<file path="src/rtl/load_store_unit.sv">
// load_store_unit
//   Initiator side of the data-memory port. Takes one CPU load/store request
//   at a time (byte/half/word, byte address) and drives a word-wide data_mem
//   with a registered, 1-cycle-latency read port. Byte and half stores are
//   done as read-modify-write of the containing word.
//
// Ports
//   clk, reset           clock; asynchronous active-low reset
//   req_*                CPU request channel (valid/ready)
//   resp_*               CPU response channel (valid/ready)
//   mem_we/mem_a/mem_wd  data_mem write enable, word index, write data
//   mem_rd               data_mem read data
//   dbg_state            current FSM state (debug observation)
//
// Handshake: a transfer happens on a rising edge where valid and ready are both
// high. req_ready is high only in IDLE. resp_valid stays high, with rdata/err
// stable, until resp_ready is seen; the request channel is not re-opened in the
// same cycle as the response is taken.
module load_store_unit #(
   parameter int MEM_WORDS = 32
) (
   input  logic        clk,
   input  logic        reset,
   input  logic        req_valid,
   output logic        req_ready,
   input  logic        req_we,
   input  logic [1:0]  req_size,
   input  logic        req_signed,
   input  logic [31:0] req_addr,
   input  logic [31:0] req_wdata,
   output logic        resp_valid,
   input  logic        resp_ready,
   output logic [31:0] resp_rdata,
   output logic        resp_err,
   output logic        mem_we,
   output logic [31:0] mem_a,
   output logic [31:0] mem_wd,
   input  logic [31:0] mem_rd,
   output logic [2:0]  dbg_state
);

   typedef enum logic [2:0] {
      IDLE     = 3'd0,
      RD_ISSUE = 3'd1,
      RD_CAPT  = 3'd2,
      WR       = 3'd3,
      RESP     = 3'd4
   } state_e;

   localparam logic [1:0]  SZ_BYTE = 2'b00;
   localparam logic [1:0]  SZ_HALF = 2'b01;
   localparam logic [1:0]  SZ_WORD = 2'b10;
   localparam logic [30:0] WORDS_L = 31'(MEM_WORDS);

   state_e      state_q, state_d;
   logic [1:0]  lane_q, lane_d;
   logic [1:0]  size_q, size_d;
   logic        signed_q, signed_d;
   logic        we_q, we_d;
   logic [31:0] wdata_q, wdata_d;
   logic [31:0] mem_a_q, mem_a_d;
   logic [31:0] mem_wd_q, mem_wd_d;
   logic [31:0] rdata_q, rdata_d;
   logic        err_q, err_d;

   logic        req_err;
   logic [4:0]  lane_shift;
   logic [31:0] rd_shifted;
   logic [31:0] load_ext;
   logic [31:0] lane_mask;
   logic [31:0] merged;

   // Reject before touching memory: illegal size, misalignment, or an index
   // past the end of the attached array.
   always_comb begin
      req_err = 1'b0;
      if (req_size == 2'b11)                                req_err = 1'b1;
      if (req_size == SZ_HALF && req_addr[0])               req_err = 1'b1;
      if (req_size == SZ_WORD && req_addr[1:0] != 2'b00)    req_err = 1'b1;
      if ({1'b0, req_addr[31:2]} >= WORDS_L)                req_err = 1'b1;
   end

   // Little-endian lanes: a half's lane_q[0] is always 0, so the byte shift
   // also selects the correct half.
   assign lane_shift = {lane_q, 3'b000};
   assign rd_shifted = mem_rd >> lane_shift;

   always_comb begin
      load_ext  = mem_rd;
      lane_mask = 32'hFFFF_FFFF;
      case (size_q)
         SZ_BYTE: begin
            load_ext  = {{24{signed_q & rd_shifted[7]}}, rd_shifted[7:0]};
            lane_mask = 32'h0000_00FF << lane_shift;
         end
         SZ_HALF: begin
            load_ext  = {{16{signed_q & rd_shifted[15]}}, rd_shifted[15:0]};
            lane_mask = 32'h0000_FFFF << lane_shift;
         end
         default: ;
      endcase
   end

   assign merged = (mem_rd & ~lane_mask) | ((wdata_q << lane_shift) & lane_mask);

   always_comb begin
      state_d  = state_q;
      lane_d   = lane_q;
      size_d   = size_q;
      signed_d = signed_q;
      we_d     = we_q;
      wdata_d  = wdata_q;
      mem_a_d  = mem_a_q;
      mem_wd_d = mem_wd_q;
      rdata_d  = rdata_q;
      err_d    = err_q;
      case (state_q)
         IDLE: begin
            if (req_valid) begin
               lane_d   = req_addr[1:0];
               size_d   = req_size;
               signed_d = req_signed;
               we_d     = req_we;
               wdata_d  = req_wdata;
               rdata_d  = 32'd0;
               err_d    = req_err;
               if (req_err) begin
                  state_d = RESP;
               end else begin
                  mem_a_d = {2'b00, req_addr[31:2]};
                  if (req_we && req_size == SZ_WORD) begin
                     mem_wd_d = req_wdata;
                     state_d  = WR;
                  end else begin
                     state_d  = RD_ISSUE;
                  end
               end
            end
         end
         RD_ISSUE: state_d = RD_CAPT;
         RD_CAPT: begin
            if (we_q) begin
               mem_wd_d = merged;
               state_d  = WR;
            end else begin
               rdata_d  = load_ext;
               state_d  = RESP;
            end
         end
         WR:   state_d = RESP;
         RESP: if (resp_ready) state_d = IDLE;
         default: state_d = IDLE;
      endcase
   end

   always_ff @(posedge clk or negedge reset) begin
      if (!reset) begin
         state_q  <= IDLE;
         lane_q   <= 2'b00;
         size_q   <= 2'b00;
         signed_q <= 1'b0;
         we_q     <= 1'b0;
         wdata_q  <= 32'd0;
         mem_a_q  <= 32'd0;
         mem_wd_q <= 32'd0;
         rdata_q  <= 32'd0;
         err_q    <= 1'b0;
      end else begin
         state_q  <= state_d;
         lane_q   <= lane_d;
         size_q   <= size_d;
         signed_q <= signed_d;
         we_q     <= we_d;
         wdata_q  <= wdata_d;
         mem_a_q  <= mem_a_d;
         mem_wd_q <= mem_wd_d;
         rdata_q  <= rdata_d;
         err_q    <= err_d;
      end
   end

   // mem_we decodes straight from the state register, so an asynchronous
   // reset during WR drops it before the next edge can commit the write.
   assign req_ready  = (state_q == IDLE);
   assign resp_valid = (state_q == RESP);
   assign resp_rdata = resp_valid ? rdata_q : 32'd0;
   assign resp_err   = resp_valid & err_q;
   assign mem_we     = (state_q == WR);
   assign mem_a      = mem_a_q;
   assign mem_wd     = mem_wd_q;
   assign dbg_state  = state_q;

endmodule
</file>
<file path="config.mk">
export PLATFORM = sky130hd
export DESIGN_NAME = load_store_unit
export DESIGN_NICKNAME = d
export VERILOG_FILES = /design/src/rtl/load_store_unit.sv
export SDC_FILE = /design/constraint.sdc
export NUM_CORES = 1
export LEC_CHECK = 0
export ABC_AREA = 1
export CAP_MARGIN = 5
export CELL_PAD_IN_SITES_DETAIL_PLACEMENT = 0
export CELL_PAD_IN_SITES_GLOBAL_PLACEMENT = 1
export CORE_UTILIZATION = 37
export CTS_CLUSTER_DIAMETER = 200
export DETAILED_ROUTE_END_ITERATION = 12
export HOLD_SLACK_MARGIN = 0.02
export PLACE_DENSITY = 0.92
export SLEW_MARGIN = 5
export SYNTH_ARGS = -nofsm -noshare
export SYNTH_HDL_FRONTEND = slang
export SYNTH_SLANG_ARGS = --single-unit
</file>
<file path="constraint.sdc">
create_clock -name clk -period 3.5 [get_ports clk]
set_clock_uncertainty 0.2 [all_clocks]
set_input_delay 0.875 -clock clk [delete_from_list [all_inputs] [get_ports clk]]
set_output_delay 0.875 -clock clk [all_outputs]
set_load 0.005 [all_outputs]
</file>
# Yosys cells after proc, flatten, opt, wreduce, memory -nomap -nowiden
# Cells that the tools add are included.
[word_totals]
wordCells = 70
out_inout_bits = 103
in_bits = 104
regBits = 136
[op_classes]
shift = 4
n_reduce_logical = 12
order_cmp = 1
bitwise = 8
mux = 21
n_eq_ne = 14
[op_table]
columns = ["cell", "n"]
rows = [
  ["one-hot mux 32 bit (2 select lines)", 4],
  ["2-to-1 mux 32 bit", 7],
  ["AND 32 bit", 2],
  ["NOT 32 bit", 1],
  ["bitwise OR 32 bit", 1],
  ["left shift 16 x 5 -> 32 bit, first input constant", 1],
  ["left shift 32 x 5 -> 32 bit", 1],
  ["left shift 8 x 5 -> 32 bit, first input constant", 1],
  ["right shift 32 x 5 -> 16 bit", 1],
  [">= comparator 30 x 6 -> 1 bit, second input constant", 1],
  ["one-hot mux 3 bit (5 select lines)", 1],
  ["2-to-1 mux 3 bit", 4],
  ["!= test 2 bit, second input constant", 4],
  ["== test 3 x 2 -> 1 bit, second input constant", 2],
  ["AND reduction 3 bit", 2],
  ["AND reduction 5 bit", 1],
  ["== test 2 x 1 -> 1 bit, second input constant", 2],
  ["== test 2 bit, second input constant", 2],
  ["2-to-1 mux 1 bit", 4],
  ["!= test 2 x 1 -> 1 bit, second input constant", 2],
  ["AND reduction 2 bit", 2],
  ["nonzero test 2 bit", 2],
  ["AND 1 bit", 3],
  ["== test 3 x 1 -> 1 bit, second input constant", 1],
  ["6 further kinds", 8],
]

# Depth between registers and ports, before layout
[depth]
word_depth = 8
mapped_depth = 12
mapped_depth_nobuf = 11

# Worst setup path after synthesis
# Ideal clock, no wire load.
[synth_timing]
kind = "register to output"
startpoint = "reg state_q[1] (netlist: dbg_state[1])"
endpoint = "out resp_rdata[10]"
path_buffers = 1
path_stages_with_launch = 5
slack_ns = 1.266
arrival_time_ns = 1.159
t_required_ns = 2.425
path_cell_list = "dfrtp_1 > nor3_1 > inv_2 > clkbuf_1 > nor2_1"
[synth_between]
elab_chain_len = 2
[synth_lines]
columns = ["item", "line_no", "rtl"]
rows = [
  ["from (decl)", "55", "state_e state_q, state_d;"],
  ["from (signal assigned)", "169", "state_q <= state_d;"],
  ["== test 3 bit", "185", "assign resp_valid = (state_q == RESP);"],
  ["via resp_valid", "31", "output logic resp_valid,"],
  ["2-to-1 mux 32 bit", "186", "assign resp_rdata = resp_valid ? rdata_q : 32'd0;"],
  ["to (decl)", "33", "output logic [31:0] resp_rdata,"],
]
# The timed path passes the listed nets, and every way through them passes these cells.

# Worst setup path in the final report
[layout_timing]
startpoint = "reg state_q[2] (netlist: dbg_state[2])"
endpoint = "out resp_err"
[layout_between]
elab_chain_len = 2
[layout_lines]
columns = ["item", "line_no", "rtl"]
rows = [
  ["== test 3 bit", "185", ""],
  ["AND 1 bit", "187", "assign resp_err = resp_valid & err_q;"],
  ["to (decl)", "34", "output logic resp_err,"],
]
# No other way between the ends.

==> qor.yml <==
floorplan:
  rows: 52
  core_um2: 20300
  start_util_pct: 37.8
  dieArea_um2: 21300
  dieWidth_um: 146
  ioPinCount: 207
  die_h_um: 146
pwr:
  p_leak_nw: 5.43
  pwr_density_cell_nw_per_um2: 707
  ir_worst_vdd_uv: 376
yosys:
  ys_warn_count: 0
  synth_seq_cells: 136
  synthArstFlopShare_pct: 100
  synthFlopType: "dfrtp_1"
  netlist_area_um2: 7680
  syn_inst: 1139
  netlist_top_cells_area: "dfrtp_1, nand2_1, nand3_1"
  synth.avg_cell_area_um2: 6.74
  yosys.cell_types.count: 32
  synth_edf_count: 0
  yosysTopAreaCell: "dfrtp_1"
  synth-seq-area-share_pct: 44.3
  synth_top_area_share_pct: 44.3
drt:
  antenna_left: 0
  vias: 7841
  wire_per_inst_um: 15.8
  finalWirelength_um: 25300
  drt_iter0_drc: 584
  dr.pass1.iters: 5
  drc: 0
  drt-vias-per-instance: 4.89
sta:
  slew_headroom_pct: 57.8
  maxSlewViolCount: 0
  setup_ws_ns: 0.207
  fin_crit_ns: 3.29
  worstMarginPinSlew_ns: 0.632
  post-route-period-util_pct: 94.1
  timing.final.hold_violations: 0
  grt_setup_unrepaired: "false"
  max_freq_mhz: 304
  setup_viol: 0
  setup_tns_ns: 0
clocking:
  cts.path.max_buffers: 2
  cts_setup_buffers: 0
  cts_tree: "built"
  cts.sink_count: 136
  cts_max_level: 4
  clkSlewWorstSetupHoldPaths_ns: 0.06
  clk_latency_ns: 0.42
  cts_hold_buf: 0
  cts_buffers: 17
  cts-resized-gates: 0
  cts-root-buf: "clkbuf_16"
cells_and_area:
  final_cell_mix: "nand2_1, clkdlybuf4s50_1, dfrtp_1"
  syn_to_final_growth_pct: 38.0
  n_antenna_cell: 0
  drive_gt1_share_pct: 6.15
  multi_input_area_um2: 3510
  fillers: 2047
  seq_area_um2: 3400
  final_common_cell: "nand2_1"
  final_nets: 1425
setup_path:
  required_ns: 2.42
  max_stage_delay_ns: 0.55
  crit_chain: "inv_1, nor3_1, inv_2, nor2_1, clkdlybuf4s50_1"
  cp.arrival_ns: 2.22
  r2r_cells: 8
  cpMaxStageDelayCell: "clkdlybuf4s50_1"
  cp-end-kind: "output port"
  crit_fanout: 34
  crit_type: "reg -> out"
  critPathLaunchType: "flip-flop"
  rrSetupSlack_ns: 0.98
global_route:
  antenna_found_initial: 1
  grt_pass1_vias: 7360
  grt_start_max_net_pins: 66
  grtUsageTotal_pct: 24.2
  overflow: 0
  grt_pass1_wl_um: 40100
min_path:
  hold_path.class: "in -> async"
place:
  place_hpwl_um: 18600
  gp_congestion: 0.938
  io_buffers: 204
  pre_cts_ws_ns: 0.528
status:
  outcome: "completed"
job:
  maxCapViolCount: 0
## report_power, final
| group | total (mW) | switching (mW) | internal, mW |
|---|---|---|---|
| Sequential | 2.28 | 0.319 | 1.96 |
| Clock | 2.09 | 0.706 | 1.38 |
| Combinational | 3.12 | 1.97 | 1.15 |
| Total | 7.49 | 3.00 | 4.50 |
## worst max-delay path: cells and delay by family (launching register included)
kind	cells	cell delay, ns
simple gates	2	0.43
buf+inv	3	0.92
flops	1	0.44
## area by class of cell
| type | count | share of cell area (%) |
|---|---|---|
| Clock inverter | 10 | 2.02 |
| Clock buffer | 22 | 4.38 |
| Sequential cell | 136 | 32.1 |
| Timing Repair Buffer | 223 | 20.8 |
| Tap cell | 270 | 3.19 |
| Inverter | 122 | 4.35 |
| Multi-Input combinational cell | 821 | 33.2 |
## layer usage
layer	share of wire [%]	routed length, um	vias up	track usage [%]
met1	46	11700	3627	34.4
met4	1.6	416	2	6.46
met3	7.6	1930	33	5.84
met5	0.051	13	-	0
li1	-	-	3881	-
met2	44	11200	298	36.8
## stage by stage
step | hold WS, ns | power, mW | cells | cell area, um2 | util, %
2_1_floorplan | 0.242 | 4.22 | 1140 | 7680 | -
3_3_place_gp | 0.248 | 5.36 | 1572 | 9910 | 48.8
3_5_place_dp | 0.255 | 5.38 | 1572 | 9910 | 48.8
4_1_cts | 0.265 | 7.50 | 1604 | 10600 | 52.2
5_1_grt | 0.288 | 8.00 | 1604 | 10600 | 52.2
6_report | 0.247 | 7.49 | 1604 | 10600 | 52.2
## synthesized netlist by cell type, types with 2 or more instances
cell	instances
buf_2	22
a21oi_1	36
nor2_2	2
o211ai_2	2
nor3_1	2
inv_2	13
o211ai_1	11
buf_1	2
buf_4	7
o21ai_1	6
nand2_1	489
clkbuf_1	26
inv_1	108
nand3_1	121
nor2_1	92
o21ai_0	29
nand3_2	2
dfrtp_1	136
o22ai_1	10
buf_6	3
nand2_2	8
nor2_4	2
## worst paths after layout
path	from	to
min in group clk	mem_a[16]	mem_a[16]
max in group asynchronous	reset	rdata_q[20]
setup / recovery	dbg_state[2]	resp_err
hold / removal	reset	mem_wd[10]
setup reg to reg	lane_q[0]	rdata_q[31]
hold reg to reg	mem_a[16]	mem_a[16]
## state kept, by name, indices dropped and copies added (netlist names)
signal     count
dbg_state      3
err_q          1
lane_q         2
mem_a         30
mem_wd        32
rdata_q       32
signed_q       1
size_q         2
wdata_q       32
we_q           1
## cell families (layout without fill, tap and decap cells)
logic type	Yosys count	in the layout	share of synthesized area, %
AOI/OAI and AO/OA	96	96	7.16
buffers and inverters	183	377	9.99
DFF	136	136	44.3
other	1	2	0.0489
and+or+nand+nor	723	723	38.5
No activity file was read; power rests on OpenSTA's default activity.
